**src/rtl/reg_bank_pkg.sv**
```systemverilog
// Shared types, defaults and index helper for the register bank read path.
package reg_bank_pkg;

  localparam int REG_BANK_NUM_REGS = 2;
  localparam int REG_BANK_DW       = 2;

  typedef enum logic {
    S_IDLE   = 1'b0,
    S_STREAM = 1'b1
  } rd_state_e;

  // Next index in a bank of num_regs entries, wrapping to 0 after the last one.
  function automatic int unsigned wrap_next_idx(input int unsigned idx,
                                                input int unsigned num_regs);
    return (idx == num_regs - 1) ? 0 : idx + 1;
  endfunction

endpackage

```
**src/rtl/reg_bank_rd_mux.sv**
```systemverilog
// Combinational register select: picks one DW-bit word out of the flattened bank.
module reg_bank_rd_mux #(
  parameter int NUM_REGS = 2,
  parameter int DW       = 2,
  parameter int AW       = 1
) (
  input  logic [NUM_REGS*DW-1:0] i_bank_q,
  input  logic [AW-1:0]          i_idx,
  output logic [DW-1:0]          o_word
);

  localparam int DEPTH = 1 << AW;

  // Indices past the last register read as zero so the select is total.
  logic [DW-1:0] w_words [DEPTH];

  for (genvar gi = 0; gi < DEPTH; gi++) begin : g_word
    if (gi < NUM_REGS) begin : g_real
      assign w_words[gi] = i_bank_q[gi*DW +: DW];
    end else begin : g_pad
      assign w_words[gi] = '0;
    end
  end

  assign o_word = w_words[i_idx];

endmodule

```
**src/rtl/reg_bank_reader.sv**
```systemverilog
// Burst read sequencer: streams bank registers one word per cycle with wrap-around.
// Optional macro RD_PARITY_EN adds rd_par, the even parity of rd_data.
module reg_bank_reader
  import reg_bank_pkg::*;
#(
  parameter  int NUM_REGS = REG_BANK_NUM_REGS,
  parameter  int DW       = REG_BANK_DW,
  parameter  int LW       = 4,
  localparam int AW       = $clog2(NUM_REGS)
) (
  input  logic                   clk,
  input  logic                   rst_n,
  input  logic [NUM_REGS*DW-1:0] bank_q,
  input  logic                   cmd_valid,
  output logic                   cmd_ready,
  input  logic [AW-1:0]          cmd_addr,
  input  logic [LW-1:0]          cmd_len,
  output logic                   rd_valid,
  input  logic                   rd_ready,
  output logic [DW-1:0]          rd_data,
  output logic [AW-1:0]          rd_idx,
  output logic                   rd_last,
`ifdef RD_PARITY_EN
  output logic                   rd_par,
`endif
  output logic                   busy,
  output logic                   err
);

  localparam logic [AW:0] NUM_LIM = (AW+1)'(NUM_REGS);

  rd_state_e     r_state;
  logic [LW-1:0] r_remaining;
  logic [AW-1:0] r_idx;
  logic [DW-1:0] r_data;
  logic          r_last;
  logic          r_err;

  logic [AW-1:0] w_next_idx;
  logic [AW-1:0] w_sel_idx;
  logic [DW-1:0] w_word;
  logic          w_cmd_ok;

  assign w_next_idx = AW'(wrap_next_idx(32'(r_idx), NUM_REGS));
  assign w_cmd_ok   = ({1'b0, cmd_addr} < NUM_LIM);

  // In IDLE the mux looks at the incoming command, in STREAM at the next word.
  assign w_sel_idx  = (r_state == S_IDLE) ? cmd_addr : w_next_idx;

  reg_bank_rd_mux #(
    .NUM_REGS (NUM_REGS),
    .DW       (DW),
    .AW       (AW)
  ) u_mux (
    .i_bank_q (bank_q),
    .i_idx    (w_sel_idx),
    .o_word   (w_word)
  );

  always_ff @(posedge clk or negedge rst_n) begin
    if (!rst_n) begin
      r_state     <= S_IDLE;
      r_remaining <= '0;
      r_idx       <= '0;
      r_data      <= '0;
      r_last      <= 1'b0;
      r_err       <= 1'b0;
    end else begin
      r_err <= 1'b0;
      case (r_state)
        S_IDLE: begin
          if (cmd_valid) begin
            if (!w_cmd_ok) begin
              r_err <= 1'b1;
            end else begin
              r_idx       <= cmd_addr;
              r_data      <= w_word;
              r_remaining <= cmd_len;
              r_last      <= (cmd_len == '0);
              r_state     <= S_STREAM;
            end
          end
        end
        S_STREAM: begin
          if (rd_ready) begin
            if (r_last) begin
              r_last  <= 1'b0;
              r_state <= S_IDLE;
            end else begin
              r_idx       <= w_next_idx;
              r_data      <= w_word;
              r_remaining <= r_remaining - LW'(1);
              r_last      <= (r_remaining == LW'(1));
            end
          end
        end
        default: r_state <= S_IDLE;
      endcase
    end
  end

`ifdef RD_PARITY_EN
  logic r_par;

  // Parity is loaded on exactly the edges that load rd_data, so it tracks the word.
  always_ff @(posedge clk or negedge rst_n) begin
    if (!rst_n) begin
      r_par <= 1'b0;
    end else if ((r_state == S_IDLE && cmd_valid && w_cmd_ok) ||
                 (r_state == S_STREAM && rd_ready && !r_last)) begin
      r_par <= ^w_word;
    end
  end

  assign rd_par = r_par;
`endif

  assign cmd_ready = (r_state == S_IDLE);
  assign rd_valid  = (r_state == S_STREAM);
  assign busy      = (r_state == S_STREAM);
  assign rd_data   = r_data;
  assign rd_idx    = r_idx;
  assign rd_last   = r_last;
  assign err       = r_err;

endmodule

```
**config.mk**
```make
export PLATFORM = sky130hd
export DESIGN_NAME = reg_bank_reader
export DESIGN_NICKNAME = d
export VERILOG_FILES = /design/src/rtl/reg_bank_pkg.sv /design/src/rtl/reg_bank_rd_mux.sv /design/src/rtl/reg_bank_reader.sv
export SDC_FILE = /design/constraint.sdc
export NUM_CORES = 1
export LEC_CHECK = 0
export ABC_AREA = 0
export CORE_MARGIN = 1.5
export CORE_UTILIZATION = 38
export CTS_CLUSTER_SIZE = 24
export DETAILED_ROUTE_END_ITERATION = 10
export PLACE_DENSITY = 0.78
export RECOVER_POWER = 100
export SYNTH_ARGS = -nofsm -noshare
export SYNTH_HDL_FRONTEND = slang
export SYNTH_SLANG_ARGS = --single-unit
export TNS_END_PERCENT = 20
```
**constraint.sdc**
```tcl
create_clock -name clk -period 1.5 [get_ports clk]
set_input_delay 0.225 -clock clk [delete_from_list [all_inputs] [get_ports clk]]
set_output_delay 0.225 -clock clk [all_outputs]
set_load 0.02 [all_outputs]
```
Word level (Yosys, flattened, before mapping)
Cells that the tools add are included.
Word-level totals
  register bits: 9
  input port bits: 13
  output and inout bits: 8
  logic and storage cells: 42
Operators by class
  $add $sub $neg: 2
  $lt $le $gt $ge: 1
  equal/unequal tests: 4
  muxes and demuxes: 25
  bitwise logic cells: 2
  reductions and logical operators: 3
Operators by type and width (count)
  2-bit 2-to-1 mux: 6
  4-bit 2-to-1 mux: 3
  1-bit 2-to-1 mux: 11
  4-bit one-hot mux with 2 select lines: 1
  2-bit inequality test, second input constant: 3
  1-bit one-hot mux with 2 select lines: 3
  4-bit by 1-bit equality test with 1-bit output, second input constant: 1
  4-bit zero test: 1
  2-bit one-hot mux with 2 select lines: 1
  4-bit by 1-bit subtractor with 4-bit output, second input constant: 1
  3-bit AND reduction: 1
  2-bit greater-or-equal comparator, second input constant: 1
  1-bit inverter with 2-bit output: 1
  2-bit AND reduction: 1
  1-bit adder, second input constant: 1
  1-bit inverter: 1

Depth between registers and ports, before layout
  depth in word-level cells: 10
  mapped depth: 5

By module
From an unflattened synthesis, not the netlist that was laid out.
Second synthesis, totals
  cells, all modules: 53
  area total of the unflattened synthesis: 561.8 µm²
By module, submodules not included
  reg_bank_reader: instances 1, cells each 51, area an instance 539.3 µm²
  reg_bank_rd_mux: instances 1, cells each 2, area an instance 22.5 µm²

Least setup slack after synthesis
No wires, ideal clock.
  path kind: reg2reg
  from: register r_state, in the netlist busy
  to: register r_idx, in the netlist rd_idx
  arrival time: 1.465 ns
  setup slack: -0.090 ns
  stages on the path, launching flop included: 6
  cell sequence: dfrtp_1 -> and3b_1 -> buf_6 -> or2_1 -> buf_2 -> mux2_4
Between the ends
  longest elaborated chain between the ends: 3
  elaborated cells on any way between the ends: 6
RTL lines
  start: declaration: RTL line reg_bank_reader.sv:32  | rd_state_e r_state;
  start signal: assignment: RTL line reg_bank_reader.sv:62  | r_state <= S_IDLE;
  start signal: assignment: RTL line reg_bank_reader.sv:80  | r_state <= S_STREAM;
  start signal: assignment: RTL line reg_bank_reader.sv:88  | r_state <= S_IDLE;
  1-bit inverter
  2-bit inequality test (no source line)
  3-bit AND reduction (no source line)
  end signal: assignment: RTL line reg_bank_reader.sv:76  | r_idx <= cmd_addr;
  end signal: assignment: RTL line reg_bank_reader.sv:90  | r_idx <= w_next_idx;
  end: declaration: RTL line reg_bank_reader.sv:34  | logic [AW-1:0] r_idx;
Several ways; a longest one is shown, not always the timed one.
A chain may end at the register's enable or synchronous reset.

Worst setup path in the final report
  from: register r_data[1], in the netlist rd_data[1]
  to: output port rd_data[1]
RTL lines
  start: declaration: RTL line reg_bank_reader.sv:35  | logic [DW-1:0] r_data;
  start signal: assignment: RTL line reg_bank_reader.sv:77  | r_data <= w_word;
  start signal: assignment: RTL line reg_bank_reader.sv:91  | r_data <= w_word;
  end: declaration: RTL line reg_bank_reader.sv:20  | output logic [DW-1:0] rd_data,
No word-level cell between the ends.

==> results.md <==
* Status: complete, no violations
* Initial antenna violation count at 0
* Ys Warns at 0
* RSZ-0062 raised after global routing: false
* Initial Util at 42.17%
* CP startpoint: rd_data[1]
* Crit path cell chain: clkdlybuf4s50_1
* Final hold vios at 0
* Setup violations, final at 0
* CP max FO at 2
* Unique masters post-synth at 32
* Max clock buf depth at 2
* TritonCTS Buffers at 3
* Vias in the first global route at 597
* Stages on the worst setup path at 1
* Maxcap violations at 0
* Fmax at 689.1 MHz
* Clk_lat worst skew at 0.27 ns
* Met3 wire length at 75 µm
* Diodes inserted at 0
* Gate Count Post-Synth at 62
* Hold Path Class: in -> async
* Die width at 41.71 µm
* DIE HEIGHT at 41.71 µm
* Die outline area at 1739 µm²
* DRC at 0
* Maximum vdd ir drop at 1085 µV
* Number of buffers inserted by port buffering at 19
* Setup bufs post-CTS at 0
* Post-synth ARST share at 100.0%
* All-Layer GR Usage at 19.11%
* Worst path slowest cell: clkdlybuf4s50_1
* Grt total ovfl at 0
* Reg clk slew, reported paths at 0.06 ns
* Setup crit end kind: output port
* Wl on met1 at 608 µm
* Largest net degree at the start of global routing at 14
* Library cell with the highest instance count after synthesis: dfrtp_1
* Final Max Slew Viols at 0
* Row cnt at 13
* RR Endpoint: rd_idx
* DPL Wire Length at 1.063 mm
* Min Hold Slack at 0.3319 ns
* Gate power share at 51.5%
* Clock Sink Count at 9
* Buffers & Inverters on Critical Path at 1
* CP delay by family, top: buffers and inverters
* Net Sw Frac at 40.53%
* Dpl cells at 99
* Critical path data arrival time at 1.23 ns
* Setup Skew at 0.004566 ns
* Critical path endpoint: rd_data[1]
* Period Utilization, post-route at 96.74%
* R2R cell count at 3
* Worst r2r src: busy
* Mapped Area at 569.3 µm²
* Sequential area share after synthesis at 39.56%
* Top-area cell type share of the netlist area at 39.56%
* Dominant synthesized flop cell: dfrtp_1
* Core Util, Final at 60.33%
* Clk pwr share at 14.7%
* Wirelength per Cell at 13.50 µm
* Syn nets at 77
* WL met2 at 682 µm
* # hold bufs at CTS at 0
* Vias per inst at 5.505
* TritonCTS clock tree: yes
* #FFs+latches synth at 9
* Core area at 1350 µm²
* Switching power at 0.5343 mW
* Post-synth EDFFs at 0
* Via count at 567
* Synth area leaders: dfrtp_1 (40%), nor3_1 (5.3%), ha_1 (4.4%)
* Share of layout cells above drive strength 1 at 17.05%
* H-tree Lvls at 1
* Final-stage net count at 104
* Routed Wire Length at 1.390 mm
* Drt pass-1 iters at 4
* Area Overhead vs Synth at 43.08%
* Synthesized area per cell at 9.182 µm²
* Top routing layer used: met4
* Post-route ant nets at 0
* Post-synth top cells: dfrtp_1 (9), nor3_1 (6)
* Post-synth top area cell: dfrtp_1
* Data required, critical path at 1.27 ns
* First-pass GRT wire length at 2.539 mm
* Drt first-iter violations at 25
* Internal Power at 0.7839 mW
* Clk root buf: clkbuf_4
* Worst Setup Start Kind: flip-flop
* Io pins at 21
* Leakage at 0.3579 nW
* Post-layout min period at 1.451 ns
* R2R Setup Slk at 0.09 ns
* Cell Pwr Density at 1618 nW/µm²
* GPL Wtd Cong at 0.7568
* Slowest stage delay, CP at 0.61 ns
* Layout Cells excl Fill at 103
* Sequential Power Share at 33.8%
* Kind of critical path: reg -> out
[sequential cells by signal, summed over array words and instances (netlist names)]
| signal | flops |
|---|---|
| rd_last | 1 |
| rd_data | 2 |
| rd_idx | 1 |
| r_remaining | 4 |
| busy | 1 |
[how the worst min path moves through the flow]
stage | start | end | slack, ns
4_1_cts | rst_n | r_remaining[3] | 0.27
2_1_floorplan | rst_n | busy | -0.07
3_3_place_gp | rd_last | busy | 0.50
6_report | rst_n | rd_idx | 0.33
3_5_place_dp | rd_last | busy | 0.51
5_1_grt | rst_n | r_remaining[0] | 0.38
[power groups by stage]
stage,clock (mW),combinational [mW],sequential [mW]
final,0.194,0.679,0.446
after global routing,0.211,0.749,0.462
after CTS,0.197,0.712,0.444
after detailed placement,0,0.728,0.447
after global placement,0,0.722,0.446
after floorplan,0,0.414,0.486
[what timing repair did]
action / in CTS / in global routing
setup endpoints to repair: 4 / 1
hold endpoints to repair: 0 / 0
gates resized for setup: 4 / 1
pin swaps: 0 / 0
[cells in the final DEF (no fill, tap or decap), types with 2 or more instances in the layout]
cell / netlist / final
clkdlybuf4s50_1: 0 / 13
buf_4: 2 / 7
dfrtp_1: 9 / 7
nor3_1: 6 / 6
dlygate4sd2_1: 0 / 4
inv_1: 3 / 3
nor2_1: 3 / 3
a31oi_1: 3 / 3
nand2_1: 3 / 3
nand3b_1: 3 / 3
o21ai_0: 3 / 3
clkbuf_4: 0 / 3
mux2_1: 1 / 2
nand3_1: 2 / 2
a21oi_1: 2 / 2
ha_1: 2 / 2
dfrtp_2: 0 / 2
clkbuf_1: 1 / 2
clkbuf_2: 0 / 2
[kinds of logic after synthesis]
| kind of cell | count (synthesis) | share of synthesized area, % |
|---|---|---|
| AND/OR/NAND/NOR | 27 | 28.80 |
| buffers and inverters | 9 | 9.009 |
| other | 1 | 0.6587 |
| adder cells (fa/ha/maj) | 2 | 4.395 |
| flip-flops | 9 | 39.56 |
| AO/OA/AOI/OAI | 12 | 12.97 |
| multiplexers | 2 | 4.614 |
[metal layers]
metal / vias to the layer above / track usage [%]
met5: - / 0
met4: 0 / 6.452
met3: 4 / 6.522
met2: 21 / 31.56
met1: 267 / 23.04
li1: 275 / -
[final cells by class]
class,count,area (µm²)
multi-input combinational,44,289.0
timing repair buffer,28,241.5
inverter,3,11.26
clock buffer,4,26.28
sequential,9,227.7
fill,128,535.5
tap,15,18.77
[stage by stage]
| step | instance area, µm² | setup TNS [ns] | worst slack [ns] | power (mW) |
|---|---|---|---|---|
| 2_1_floorplan | 571.8 | -0.02363 | -0.02363 | 0.9000 |
| 3_3_place_gp | 808.3 | -0.06706 | -0.05573 | 1.168 |
| 3_5_place_dp | 808.3 | -0.1075 | -0.08024 | 1.175 |
| 4_1_cts | 829.5 | 0 | 0.01063 | 1.354 |
| 5_1_grt | 814.5 | 0 | 0.009769 | 1.423 |
| 6_report | 814.5 | 0 | 0.04884 | 1.318 |
Note: power is estimated with default switching activity, not from simulation.
